===== src/rtl/mram_serial_ctrl_pkg.sv =====
// Shared types and helpers for the serial MRAM access controller.
package mram_serial_ctrl_pkg;

  localparam int unsigned BYTE_W    = 8;
  localparam int unsigned POP_MAX_W = 32;

  typedef enum logic [2:0] {
    IDLE,
    SHIFT,
    ACCESS,
    RECOV,
    READOUT
  } state_e;

  // Number of set bits; callers zero-extend narrower vectors to POP_MAX_W.
  function automatic int unsigned popcount(input logic [POP_MAX_W-1:0] v);
    int unsigned n;
    n = 0;
    for (int unsigned i = 0; i < POP_MAX_W; i++) begin
      n = n + {31'd0, v[i]};
    end
    return n;
  endfunction

endpackage


===== src/rtl/mram_serial_ctrl_if.sv =====
// Host-side command handshake and serial link of the MRAM controller.
interface mram_serial_ctrl_if #(
  parameter int unsigned DATA_W = 16
);
  localparam int unsigned LANES = DATA_W / 8;

  logic             cmd_valid;
  logic             cmd_ready;
  logic             cmd_we;
  logic [LANES-1:0] cmd_be;
  logic             ser_addr_in;
  logic             ser_data_in;
  logic             ser_data_out;
  logic             ser_data_valid;
  logic             busy;
  logic             done;

  modport master (
    output cmd_valid, cmd_we, cmd_be, ser_addr_in, ser_data_in,
    input  cmd_ready, ser_data_out, ser_data_valid, busy, done
  );

  modport slave (
    input  cmd_valid, cmd_we, cmd_be, ser_addr_in, ser_data_in,
    output cmd_ready, ser_data_out, ser_data_valid, busy, done
  );
endinterface


===== src/rtl/stp_shift_reg.sv =====
// Serial-in parallel-out shift register, MSB arrives first.
module stp_shift_reg #(
  parameter int unsigned W = 8
) (
  input  logic         clk,
  input  logic         rst,
  input  logic         en,
  input  logic         din,
  output logic [W-1:0] q
);

  // Truncating the concatenation drops the old MSB; also valid for W == 1.
  always_ff @(posedge clk or negedge rst) begin
    if (!rst) begin
      q <= '0;
    end else if (en) begin
      q <= W'({q, din});
    end
  end

endmodule


===== src/rtl/mram_serial_ctrl.sv =====
// Serial host link to async-SRAM-style MRAM bridge with lane enables and
// programmable access/recovery timing.
module mram_serial_ctrl
  import mram_serial_ctrl_pkg::*;
#(
  parameter int unsigned DATA_W     = 16,
  parameter int unsigned ADDR_W     = 20,
  parameter int unsigned ACCESS_CYC = 2,
  parameter int unsigned RECOV_CYC  = 1
) (
  input  logic                    clk,
  input  logic                    rst,
  mram_serial_ctrl_if.slave       host,
  output logic [ADDR_W-1:0]       mram_addr,
  output logic [DATA_W-1:0]       mram_dq_out,
  output logic                    mram_dq_oe,
  input  logic [DATA_W-1:0]       mram_dq_in,
  output logic                    mram_ce_n,
  output logic                    mram_we_n,
  output logic                    mram_oe_n,
  output logic [DATA_W/8-1:0]     mram_be_n
);

  localparam int unsigned LANES     = DATA_W / BYTE_W;
  localparam int unsigned N_WR      = (ADDR_W > DATA_W) ? ADDR_W : DATA_W;
  localparam int unsigned MAX_A     = (N_WR > ACCESS_CYC) ? N_WR : ACCESS_CYC;
  localparam int unsigned MAX_PHASE = (MAX_A > RECOV_CYC) ? MAX_A : RECOV_CYC;
  localparam int unsigned CNT_W     = $clog2(MAX_PHASE + 1);

  state_e             state_q, state_d;
  logic [CNT_W-1:0]   cnt_q, cnt_d, phase_len, rd_len;
  logic               accept, last;
  logic               we_q;
  logic [LANES-1:0]   be_q;
  logic [DATA_W-1:0]  rd_buf, pack;
  logic               addr_en, data_en;

  logic               ready_q, busy_q, done_q, sdo_q, sdv_q;
  logic               ce_n_q, we_n_q, oe_n_q, dq_oe_q;
  logic [LANES-1:0]   be_n_q;
  logic               ready_d, busy_d, done_d, sdo_d, sdv_d;
  logic               ce_n_d, we_n_d, oe_n_d, dq_oe_d;
  logic [LANES-1:0]   be_n_d;

  assign rd_len = CNT_W'(BYTE_W * popcount(POP_MAX_W'(be_q)));

  // Next state, phase counter and next values of all registered outputs.
  always_comb begin
    state_d   = state_q;
    cnt_d     = '0;
    done_d    = 1'b0;
    accept    = 1'b0;
    phase_len = CNT_W'(1);
    case (state_q)
      SHIFT:   phase_len = we_q ? CNT_W'(N_WR) : CNT_W'(ADDR_W);
      ACCESS:  phase_len = CNT_W'(ACCESS_CYC);
      RECOV:   phase_len = CNT_W'(RECOV_CYC);
      READOUT: phase_len = rd_len;
      default: phase_len = CNT_W'(1);
    endcase
    last = (cnt_q == phase_len - CNT_W'(1));

    case (state_q)
      IDLE: begin
        if (host.cmd_valid) begin
          accept = 1'b1;
          if (host.cmd_be != '0) state_d = SHIFT;
          else                   done_d  = 1'b1;
        end
      end
      SHIFT:  if (last) state_d = ACCESS;
      ACCESS: if (last) state_d = RECOV;
      RECOV: begin
        if (last) begin
          if (we_q) begin
            state_d = IDLE;
            done_d  = 1'b1;
          end else begin
            state_d = READOUT;
          end
        end
      end
      READOUT: begin
        if (last) begin
          state_d = IDLE;
          done_d  = 1'b1;
        end
      end
      default: state_d = IDLE;
    endcase

    if (state_d == state_q && state_q != IDLE) cnt_d = cnt_q + CNT_W'(1);

    ready_d = (state_d == IDLE);
    busy_d  = (state_d != IDLE);
    ce_n_d  = (state_d != ACCESS);
    we_n_d  = !(state_d == ACCESS && we_q);
    oe_n_d  = !(state_d == ACCESS && !we_q);
    dq_oe_d = (state_d == ACCESS) && we_q;
    be_n_d  = (state_d == ACCESS) ? ~be_q : '1;
    sdv_d   = (state_d == READOUT);
    sdo_d   = (state_d == READOUT) ? rd_buf[DATA_W-1] : 1'b0;
  end

  always_ff @(posedge clk or negedge rst) begin
    if (!rst) begin
      state_q <= IDLE;
      cnt_q   <= '0;
    end else begin
      state_q <= state_d;
      cnt_q   <= cnt_d;
    end
  end

  always_ff @(posedge clk or negedge rst) begin
    if (!rst) begin
      ready_q <= 1'b1;
      busy_q  <= 1'b0;
      done_q  <= 1'b0;
      sdo_q   <= 1'b0;
      sdv_q   <= 1'b0;
      ce_n_q  <= 1'b1;
      we_n_q  <= 1'b1;
      oe_n_q  <= 1'b1;
      dq_oe_q <= 1'b0;
      be_n_q  <= '1;
    end else begin
      ready_q <= ready_d;
      busy_q  <= busy_d;
      done_q  <= done_d;
      sdo_q   <= sdo_d;
      sdv_q   <= sdv_d;
      ce_n_q  <= ce_n_d;
      we_n_q  <= we_n_d;
      oe_n_q  <= oe_n_d;
      dq_oe_q <= dq_oe_d;
      be_n_q  <= be_n_d;
    end
  end

  // Enabled lanes packed toward the MSB in ascending lane order, so the
  // readout is a plain MSB-first shift that skips disabled lanes.
  always_comb begin
    int unsigned k;
    pack = '0;
    k    = 0;
    for (int unsigned i = 0; i < LANES; i++) begin
      if (be_q[i]) begin
        pack[(LANES - 1 - k) * BYTE_W +: BYTE_W] = mram_dq_in[i * BYTE_W +: BYTE_W];
        k = k + 1;
      end
    end
  end

  always_ff @(posedge clk or negedge rst) begin
    if (!rst) begin
      we_q   <= 1'b0;
      be_q   <= '0;
      rd_buf <= '0;
    end else begin
      if (accept) begin
        we_q <= host.cmd_we;
        be_q <= host.cmd_be;
      end
      if (state_q == ACCESS && last) begin
        rd_buf <= pack;
      end else if (state_d == READOUT) begin
        rd_buf <= {rd_buf[DATA_W-2:0], 1'b0};
      end
    end
  end

  assign addr_en = (state_q == SHIFT) && (cnt_q < CNT_W'(ADDR_W));
  assign data_en = (state_q == SHIFT) && we_q && (cnt_q < CNT_W'(DATA_W));

  stp_shift_reg #(.W(ADDR_W)) u_addr_sr (
    .clk (clk),
    .rst (rst),
    .en  (addr_en),
    .din (host.ser_addr_in),
    .q   (mram_addr)
  );

  stp_shift_reg #(.W(DATA_W)) u_data_sr (
    .clk (clk),
    .rst (rst),
    .en  (data_en),
    .din (host.ser_data_in),
    .q   (mram_dq_out)
  );

  assign host.cmd_ready      = ready_q;
  assign host.busy           = busy_q;
  assign host.done           = done_q;
  assign host.ser_data_out   = sdo_q;
  assign host.ser_data_valid = sdv_q;
  assign mram_ce_n           = ce_n_q;
  assign mram_we_n           = we_n_q;
  assign mram_oe_n           = oe_n_q;
  assign mram_dq_oe          = dq_oe_q;
  assign mram_be_n           = be_n_q;

endmodule

===== src/flat_wrapper.sv =====
// flat-port wrapper written by rule: the top's interface ports become plain ports
module mram_serial_ctrl_flat import mram_serial_ctrl_pkg::*;
#(
  parameter int unsigned DATA_W     = 16,
  parameter int unsigned ADDR_W     = 20,
  parameter int unsigned ACCESS_CYC = 2,
  parameter int unsigned RECOV_CYC  = 1
)
  (clk, rst, mram_addr, mram_dq_out, mram_dq_oe, mram_dq_in, mram_ce_n, mram_we_n, mram_oe_n, mram_be_n, host_cmd_valid, host_cmd_we, host_cmd_be, host_ser_addr_in, host_ser_data_in, host_cmd_ready, host_ser_data_out, host_ser_data_valid, host_busy, host_done);
  mram_serial_ctrl_if #(.DATA_W(DATA_W)) host_i ();
  input  logic clk;
  input  logic rst;
  output logic [ADDR_W-1:0] mram_addr;
  output logic [DATA_W-1:0] mram_dq_out;
  output logic mram_dq_oe;
  input  logic [DATA_W-1:0] mram_dq_in;
  output logic mram_ce_n;
  output logic mram_we_n;
  output logic mram_oe_n;
  output logic [DATA_W/8-1:0] mram_be_n;
  input wire logic [$bits(host_i.cmd_valid)-1:0] host_cmd_valid;
  input wire logic [$bits(host_i.cmd_we)-1:0] host_cmd_we;
  input wire logic [$bits(host_i.cmd_be)-1:0] host_cmd_be;
  input wire logic [$bits(host_i.ser_addr_in)-1:0] host_ser_addr_in;
  input wire logic [$bits(host_i.ser_data_in)-1:0] host_ser_data_in;
  output wire logic [$bits(host_i.cmd_ready)-1:0] host_cmd_ready;
  output wire logic [$bits(host_i.ser_data_out)-1:0] host_ser_data_out;
  output wire logic [$bits(host_i.ser_data_valid)-1:0] host_ser_data_valid;
  output wire logic [$bits(host_i.busy)-1:0] host_busy;
  output wire logic [$bits(host_i.done)-1:0] host_done;
  assign host_i.cmd_valid = host_cmd_valid;
  assign host_i.cmd_we = host_cmd_we;
  assign host_i.cmd_be = host_cmd_be;
  assign host_i.ser_addr_in = host_ser_addr_in;
  assign host_i.ser_data_in = host_ser_data_in;
  assign host_cmd_ready = host_i.cmd_ready;
  assign host_ser_data_out = host_i.ser_data_out;
  assign host_ser_data_valid = host_i.ser_data_valid;
  assign host_busy = host_i.busy;
  assign host_done = host_i.done;
  mram_serial_ctrl #(.DATA_W(DATA_W), .ADDR_W(ADDR_W), .ACCESS_CYC(ACCESS_CYC), .RECOV_CYC(RECOV_CYC)) u_core (.clk(clk), .rst(rst), .host(host_i), .mram_addr(mram_addr), .mram_dq_out(mram_dq_out), .mram_dq_oe(mram_dq_oe), .mram_dq_in(mram_dq_in), .mram_ce_n(mram_ce_n), .mram_we_n(mram_we_n), .mram_oe_n(mram_oe_n), .mram_be_n(mram_be_n));
endmodule

===== config.mk =====
export PLATFORM = sky130hd
export DESIGN_NAME = mram_serial_ctrl_flat
export DESIGN_NICKNAME = d
export VERILOG_FILES = /design/src/rtl/mram_serial_ctrl_pkg.sv /design/src/rtl/mram_serial_ctrl_if.sv /design/src/rtl/stp_shift_reg.sv /design/src/rtl/mram_serial_ctrl.sv /design/src/flat_wrapper.sv
export SDC_FILE = /design/constraint.sdc
export NUM_CORES = 1
export LEC_CHECK = 0
export CAP_MARGIN = 25
export CORE_ASPECT_RATIO = 0.5
export CORE_MARGIN = 3
export CORE_UTILIZATION = 52
export CTS_BUF_LIST = sky130_fd_sc_hd__clkbuf_16
export DETAILED_ROUTE_END_ITERATION = 6
export PLACE_DENSITY = 0.88
export SLEW_MARGIN = 25
export SYNTH_ARGS = -nofsm -noshare
export SYNTH_HDL_FRONTEND = slang
export SYNTH_HIERARCHICAL = 1
export SYNTH_SLANG_ARGS = --single-unit

===== constraint.sdc =====
create_clock -name clk -period 3.5 [get_ports clk]
set_clock_uncertainty 0.2 [all_clocks]
set_input_delay 0.875 -clock clk [delete_from_list [all_inputs] [get_ports clk]]
set_output_delay 0.875 -clock clk [all_outputs]
set_load 0.02 [all_outputs]

# Word level (Yosys, flattened, before mapping)
# Index checks and enable logic that the tools add are counted.
# totals
regBits,74
out_inout_bits,47
in_bits,24
elab_cells,78
# classes
add_sub_neg,5
eq_ne,9
n_reduce_logical,16
bitwise,1
muxes,26
n_lt_le_gt_ge,2
n_shift,2
# ops
operator,count
16-bit two-way mux,3
32-bit negator with 34-bit output,1
"8-bit by 34-bit variable shift with 16-bit output, first input constant",1
8-bit by 34-bit indexed part select with 16-bit output,1
3-bit two-way mux,7
16-bit bitwise mux,1
3-bit one-hot mux with 5 select lines,1
5-bit one-hot mux with 3 select lines,1
"5-bit less-than comparator, second input constant",2
"3-bit by 2-bit == test with 1-bit output, second input constant",3
1-bit two-way mux,9
8-bit two-way mux,1
1-bit logical AND,7
"3-bit == test, second input constant",2
3-bit logical NOT,2
3-bit nonzero test,2
"5-bit by 1-bit adder with 5-bit output, second input constant",1
5-bit == test,1
5-bit two-way mux,1
"5-bit by 1-bit subtractor with 5-bit output, second input constant",1
2-bit nonzero test,2
"3-bit by 1-bit == test with 1-bit output, second input constant",1
3-bit == test,1
1-bit logical NOT,3
other kinds (6),6

# Longest topological paths before layout
# Gate-level depths: netlist (run 1).
# depth
ltp_word,9
depth_mapped,9
mapped_depth_nobuf,7

# By module
# Netlist (run 1), hierarchy kept.
# by_module_without_submodules
mod,instances,area_per_inst_um2,seq_area_each_um2,cells_each
mram_serial_ctrl,1,2113.3,958.4,212
stp_shift_reg (u_core.u_addr_sr),1,823.3,500.5,42
stp_shift_reg (u_core.u_data_sr),1,649.4,400.4,34

# Least setup slack after synthesis (run 1)
# No wires, ideal clock.
# synth_timing
kind,reg2reg
from,register u_core.be_q[0]
to,register u_core.rd_buf[15]
arrival_ns,2.173
setup_ns,0.126
setup_slack_ns,1.001
period_less_slack_ns,2.499
path_buffers,0
stages_incl_launch_ff,8
required_time_ns,3.174
path_cell_list,dfrtp_1 > ha_1 > xor2_1 > or4_1 > and3_2 > and3_4 > o211a_1 > a311o_1
# synth_between
elab_chain_cells,8
elab_cells_between_ends,21
classes_between,4 x add/sub; 2 x eq/ne; 2 x shift; 11 x mux; 2 x reduce/logical
# synth_lines
element,line_no,rtl
"start, declared",mram_serial_ctrl.sv:34,logic [LANES-1:0] be_q;
"start signal, assigned",mram_serial_ctrl.sv:163,be_q <= host.cmd_be;
branches (longest 8 deep; another with 32-bit negator with 34-bit output),--,
"end signal, assigned",mram_serial_ctrl.sv:166,rd_buf <= pack;
"end signal, assigned",mram_serial_ctrl.sv:168,"rd_buf <= {rd_buf[DATA_W-2:0], 1'b0};"
"end, declared",mram_serial_ctrl.sv:35,"logic [DATA_W-1:0] rd_buf, pack;"
# Several ways; the timed one is not identified.
# A chain may end at the register's enable or synchronous reset.

# Worst setup path in the final report (run 1)
# layout_timing
from,register u_core.be_q[1]
to,register u_core.rd_buf[7]
# layout_between
elab_chain_cells,8
elab_cells_between_ends,14
classes_between,2 x add/sub; 2 x eq/ne; 8 x mux; 2 x reduce/logical
# layout_lines
element,line_no,rtl
1-bit by 1-bit adder with 2-bit output,mram_serial_ctrl_pkg.sv:20,"n = n + {31'd0, v[i]};"
5-bit one-hot mux with 3 select lines,mram_serial_ctrl.sv:54,case (state_q)
5-bit by 1-bit subtractor with 5-bit output,mram_serial_ctrl.sv:61,last = (cnt_q == phase_len - CNT_W'(1));
5-bit == test,mram_serial_ctrl.sv:61,
3-bit two-way mux (on tied branches),--,
3-bit one-hot mux with 5 select lines,mram_serial_ctrl.sv:63,case (state_q)
3-bit == test,mram_serial_ctrl.sv:167,end else if (state_d == READOUT) begin
2-bit nonzero test (no line),--,
# Parallel ways exist; a longest one is shown, timed or not.

==> out/results.tsv, run 1 <==
metric	value	unit
share of flip-flops with an asynchronous set or reset	1.000	
end of the worst hold path	u_core/host.ser_data_out$_DFF_PN0_	
dpl cells	436	
grt peak-use layer	met2	
Hold Fails Final Rpt	0	
Tmin final	2831	ps
commonest cells after routing, fill and taps aside	clkdlybuf4s50_1, dfrtp_1, mux2_4	
vias in the first global route	2606	
Power Total	4.842	mW
Bufs on Longest Clock Path	2	
Syn-to-layout area delta	29.66	%
nets	385	
fin cells	451	
RSZ-0062 raised after global routing	false	
CTS clock-pin slew for the worst setup and hold paths	60	ps
#FFs+latches synth	74	
CP endpoint kind	flop	
Final period util	0.8087	
DR iter-0 viols	231	
Starting Density	0.5642	
synth warn	6	
register area share after synthesis	0.5185	
R2R depth	8	
leakage	2.041	nW
met3 usage	0.05841	
die width	123.4	microns
R2R Path End	u_core/rd_buf[7]$_DFFE_PN0P_	
most common cell after layout, fill and taps aside	clkdlybuf4s50_1	
grt met2 use	0.3685	
final number of setup-violating endpoints	0	
Synth Area per Inst	12.45	sq um
largest cells by area after synthesis	dfrtp_1, mux2_4, dfstp_2	
register-to-register setup slack	670	ps
Resized Gates After CTS	0	
CTS Buf Count	9	
Cell Rows	20	
clock root buffer	clkbuf_16	
hpwl dp	5337	microns
worst hold path type	reg2reg	
Pwr per Cell Area	1041	nW/um^2
H-tree levels	3	
initial antenna violation count	0	
CP Data Required Time	3550	ps
worst vdd ir	0.0003736	V
area leader, netlist	dfrtp_1	
die area	7989	sq um
Post-Syn Area	3586	sq um
FF-to-FF Start	u_core/be_q[1]$_DFFE_PN0P_	
# hold bufs at CTS	0	
design area	4649	sq um
Worst slew margin	0.4055	
Pins Over Slew Limit	0	
GR Util met1	0.2712	
CP arrival	2880	ps
Vias	2592	
Post-Syn Nets	314	
Worst Hold Path Cells	1	
io pins	71	
Synth cell types	59	
Total GRT Usage	0.2190	
routed len/inst	17.87	microns
die height	64.72	microns
TritonCTS clock tree	yes	
Main synth FF type	dfrtp_1	
Final Wtd Congestion	0.8912	
Routed WL	8058	microns
core area	6356	sq um
Post-Place Cell Area	4334	sq um
vias per inst	5.747	
hold path start	u_core/rd_buf[15]$_DFFE_PN0P_	
Slew @ Worst Pin	891.8	ps
Post-CTS Setup Repair Bufs	0	
drc violations	0	
first-pass GRT wire length	13390	microns
largest net degree at the start of global routing	75	
antenna cells	0	
ratio of cells with drive above 1 in the final layout	0.2590	
setup TNS	0	ps
maxcap violations	0	
Post-synth EDFFs	0	
crit start category	flop	
clock sinks	74	
type of the worst setup path	reg2reg	
Peak Freq	0.3533	GHz
global route overflow	0	
DRT Pass-1 Iters	4	
Port Buf Inserts	70	
Post-Synthesis Cells	288	
Worst-Skew Late Latency	340	ps
outcome	completed	
Routed Antenna Nets	0	
CP Launch Point	u_core/be_q[1]$_DFFE_PN0P_	
crit-path max FO	20	
Synth top area share	0.4745	
==> flip-flops by register name, indices dropped and copies added, names as in the netlist <==
name,flops
u_core/mram_oe_n,1
u_core/rd_buf,16
u_core/u_data_sr/q,16
u_core/mram_dq_oe,1
u_core/u_addr_sr/q,20
u_core/host.ser_data_valid,1
u_core/state_q,3
u_core/cnt_q,5
u_core/mram_be_n,2
u_core/mram_we_n,1
u_core/be_q,2
u_core/host.ser_data_out,1
u_core/host.cmd_ready,1
u_core/host.done,1
u_core/mram_ce_n,1
u_core/host.busy,1
u_core/we_q,1
==> layout make-up <==
class                           instances  area [sq um]
Inverter                               11         41.29
Sequential cell                        74          1859
Clock buffer                            9         225.2
Fill cell                             427          1707
Timing Repair Buffer                   81         778.2
Multi-Input combinational cell        182          1545
Clock inverter                          6         90.09
Tap cell                               88         110.1
==> synth_stat cells, drive strengths merged, types with 2 or more instances <==
library cell and n:
o211a 2, clkbuf 4, nor4 2, nor3 3, o21ai 5, nor2 15, o211ai 3, ha 2
a22oi 8, inv 11, o221ai 14, nor4b 2, nand3 8, a211oi 2, mux2 40, nand4 14
o31a 2, a21o 2, or3 3, buf 17, mux2i 2, xor2 4, xnor2 2, dfrtp 68
nor3b 2, nand2b 4, nand2 21, dfstp 6, nor2b 3, and3 3
==> metal layers <==
metal,up-vias,routed length (microns),share of wire
met4,0,152,0.019
met1,1305,3494,0.43
met5,-,0,0
li1,1197,-,-
met3,15,385,0.048
met2,75,4026,0.50
==> stage by stage <==
step,util,worst slack [ps],hold slack [ps]
final,0.7315,669.5,286.9
after global routing,0.7315,502.5,316.9
after CTS,0.7315,679.2,289.7
after detailed placement,0.6819,671.2,280.8
after global placement,0.6819,779.1,280.0
after floorplan,-,1001,247.0
==> kinds of logic (layout without fill, tap and decap cells) <==
logic type      Yosys count  in the layout  share of synthesized area
flops                    74             74                     0.5185
buf+inv                  32            107                    0.05373
simple gates             85             85                     0.1312
compound gates           47             47                     0.1124
fa+ha+maj                 2              2                   0.006977
mux                      42             42                     0.1626
xor+xnor                  6              6                    0.01465
==> worst max-delay path: stages (launching register included) <==
cell and delay (ps):
dfrtp_1 420, ha_1 340, xor2_1 160, or4_1 500
and3_2 240, nand3_1 290, buf_4 310, nand2_1 90
o221ai_1 180
==> power breakdown <==
group          internal, mW  switching (mW)
combinational          1.18            1.20
sequential             1.21           0.266
clock                 0.622           0.352
total                  3.02            1.82
==> worst max-delay path by stage <==
stage | endpoint | slack, ps | cells past startpoint
after CTS | u_core/rd_buf[7]$_DFFE_PN0P_ | 680 | 8
after global placement | u_core/rd_buf[9]$_DFFE_PN0P_ | 780 | 8
final | u_core/rd_buf[7]$_DFFE_PN0P_ | 670 | 8
after detailed placement | u_core/mram_dq_oe$_DFF_PN0_ | 670 | 6
after global routing | u_core/rd_buf[8]$_DFFE_PN0P_ | 500 | 8
after floorplan | u_core/rd_buf[15]$_DFFE_PN0P_ | 1000 | 7
(Power assumes the default switching activity.)
==> inputs of run 2 (changes only) <==
--- a/config.mk
+++ b/config.mk
@@ -8,10 +8,10 @@
 export CAP_MARGIN = 25
 export CORE_ASPECT_RATIO = 0.5
 export CORE_MARGIN = 3
-export CORE_UTILIZATION = 52
+export CORE_UTILIZATION = 47
 export CTS_BUF_LIST = sky130_fd_sc_hd__clkbuf_16
 export DETAILED_ROUTE_END_ITERATION = 6
-export PLACE_DENSITY = 0.88
+export PLACE_DENSITY = 0.85
 export SLEW_MARGIN = 25
 export SYNTH_ARGS = -nofsm -noshare
 export SYNTH_HDL_FRONTEND = slang
==> constraint.sdc (replaced) <==
create_clock -name clk -period 2.5 [get_ports clk]
set_clock_uncertainty 0.2 [all_clocks]
set_input_delay 0.625 -clock clk [delete_from_list [all_inputs] [get_ports clk]]
set_output_delay 0.625 -clock clk [all_outputs]
set_load 0.02 [all_outputs]
==> out/results.tsv, run 2 (same netlist as run 1, synthesis figures left out) <==
metric	value	unit	change
outcome	finished with violations		was completed
failing checks	setup timing		
global route overflow	0		unchanged
H-tree levels	3		unchanged
Routed Antenna Nets	0		unchanged
die height	67.77	microns	was 64.72 microns
Net Sw Power	2.750	mW	was 1.823 mW
drc violations	0		unchanged
die area	8778	sq um	was 7989 sq um
leakage	2.180	nW	was 2.041 nW
maxcap violations	0		unchanged
CTS clock-pin slew for the worst setup and hold paths	50	ps	was 60 ps
vias per inst	5.717		was 5.747
final number of setup-violating endpoints	4		was 0
crit start category	flop		unchanged
slack of the critical path	-46.59	ps	was 669.5 ps
ratio of cells with drive above 1 in the final layout	0.3247		was 0.2590
CP endpoint kind	flop		unchanged
Peak Freq	0.3927	GHz	was 0.3533 GHz
Worst slew margin	0.5764		was 0.4055
Fin Hold WS	35.69	ps	was 286.9 ps
Crit path max-delay family	compound AO/OA/AOI/OAI gates		was simple AND/OR/NAND/NOR gates
most flop-heavy register	u_core/u_addr_sr/q		unchanged
Tmin final	2547	ps	was 2831 ps
worst vdd ir	0.0006845	V	was 0.0003736 V
Worst-Skew Late Latency	340	ps	about the same
Vias	2727		was 2592
CP Data Required Time	2510	ps	was 3550 ps
antenna cells	0		unchanged
Pins Over Slew Limit	0		unchanged
worst hold path type	in2async		was reg2reg
Cell Rows	21		was 20
CP cell instances	nor3b_4 -> mux2i_2 -> o211ai_2 -> o31a_4 -> o211a_1 -> a311o_1		was ha_1 -> xor2_1 -> or4_1 -> and3_2 -> nand3_1 -> buf_4 -> nand2_1 -> o221ai_1
io pins	71		unchanged
switch share	0.3819		was 0.3765
hpwl dp	5602	microns	was 5337 microns
Bufs on Longest Clock Path	2		unchanged
Slew @ Worst Pin	634.1	ps	was 891.8 ps
Routed WL	8663	microns	was 8058 microns
die width	129.5	microns	was 123.4 microns
dpl cells	453		was 436
vias in the first global route	2792		was 2606
Port Buf Inserts	70		unchanged
first-pass GRT wire length	13880	microns	was 13390 microns
fin cells	477		was 451
Post-Place Cell Area	4464	sq um	was 4334 sq um
sequential share of power	0.290		was 0.306
slowest stage delay, CP	480	ps	was 500 ps
Total GRT Usage	0.2078		was 0.2190
Syn-to-layout area delta	37.19	%	was 29.66%
# hold bufs at CTS	0		unchanged
clock root buffer	clkbuf_16		unchanged
DR iter-0 viols	238		was 231
most common cell after layout, fill and taps aside	clkdlybuf4s50_1		unchanged
Hold Fails Final Rpt	0		unchanged
power share of the clock group	0.172		was 0.201
Starting Density	0.5092		was 0.5642
crit-path max FO	8		was 20
routed len/inst	18.16	microns	was 17.87 microns
Pwr per Cell Area	1464	nW/um^2	was 1041 nW/um^2
core area	7042	sq um	was 6356 sq um
TritonCTS clock tree	yes		unchanged
design area	4920	sq um	was 4649 sq um
type of the worst setup path	reg2reg		unchanged
internal power	4.452	mW	was 3.019 mW
largest net degree at the start of global routing	42		was 75
register-to-register setup slack	-50	ps	was 670 ps
CP arrival	2560	ps	was 2880 ps
largest registers	u_core/u_addr_sr/q: 20 flops, u_core/rd_buf: 16 flops, u_core/u_data_sr/q: 16 flops		unchanged
nets	406		was 385
clock sinks	74		unchanged
CP Depth	6		was 8
Final period util	1.019		was 0.8087
DRT Pass-1 Iters	6		was 4
R2R depth	6		was 8
CP max stage cell	dfrtp_2		was or4_1
commonest cells after routing, fill and taps aside	clkdlybuf4s50_1, dfrtp_1, mux2_4		unchanged
RSZ-0062 raised after global routing	true		was false
max FFs per register	20		unchanged
Comb power frac	0.538		was 0.493
CTS Buf Count	9		unchanged
CP bufs+invs	0		was 1
initial antenna violation count	0		unchanged
setup TNS	-97.23	ps	was 0 ps
Final Wtd Congestion	0.8858		was 0.8912
-- run 2: cell count changes in the layout (fill, tap and decap cells not counted), sizes merged --
cell | previous run | this run
buf | 12 | 32
clkinv | 2 | 4
bufinv | 2 | 1
clkinvlp | 1 | 0
inv | 12 | 13
nor2 | 15 | 16
-- run 2: area by class of cell --
class,count,area [sq um]
fillers,459,2122
inverters,11,41.29
clock inverters,7,60.06
clock buffers,9,225.2
multi-input cells,183,1633
flip-flops and latches,74,1862
repair buffers,101,983.4
well taps,92,115.1
-- run 2: stage by stage --
stage	setup slack (ps)	power (mW)	utilization
after global routing	-124.2	7.605	0.6987
final	-46.59	7.202	0.6987
after CTS	-7.166	7.047	0.6892
after global placement	-117.6	5.435	0.6340
after detailed placement	-311.3	5.575	0.6340
after floorplan	0.5111	4.341	-
-- run 2: path summary, 6_finish.rpt --
kind	startpoint	to
max in group asynchronous	rst	u_core/mram_ce_n$_DFF_PN1_
setup / recovery	u_core/state_q[0]$_DFF_PN0_	u_core/rd_buf[15]$_DFFE_PN0P_
setup reg to reg	u_core/state_q[0]$_DFF_PN0_	u_core/rd_buf[15]$_DFFE_PN0P_
hold reg to reg	u_core/u_data_sr/q[15]$_DFFE_PN0P_	u_core/u_data_sr/q[15]$_DFFE_PN0P_
hold / removal	rst	u_core/host.ser_data_out$_DFF_PN0_
min in group clk	u_core/u_data_sr/q[15]$_DFFE_PN0P_	u_core/u_data_sr/q[15]$_DFFE_PN0P_
-- run 2: per-layer routing --
layer  global-route usage  share of wire  vias to the layer above
li1                     -              -                     1235
met1               0.2640           0.41                     1357
met2               0.3473           0.51                      113
met3              0.05055          0.058                       22
met4              0.08549          0.020                        0
met5                    0              0                        -
-- run 2: power by group through the flow --
stage / Clock [mW] / Combinational (mW) / Sequential [mW]
final: 1.24 / 3.87 / 2.09
after global placement: 0 / 3.39 / 2.04
after floorplan: 0 / 1.97 / 2.37
after global routing: 1.31 / 4.14 / 2.16
after CTS: 1.27 / 3.70 / 2.08
after detailed placement: 0 / 3.50 / 2.08
-- run 2: what timing repair did --
item                       in CTS  in global routing
setup buffers                   4                  3
gates resized for setup        13                 10
setup endpoints to repair      23                 32
pin swaps                      11                  4
cloned                          1                  0
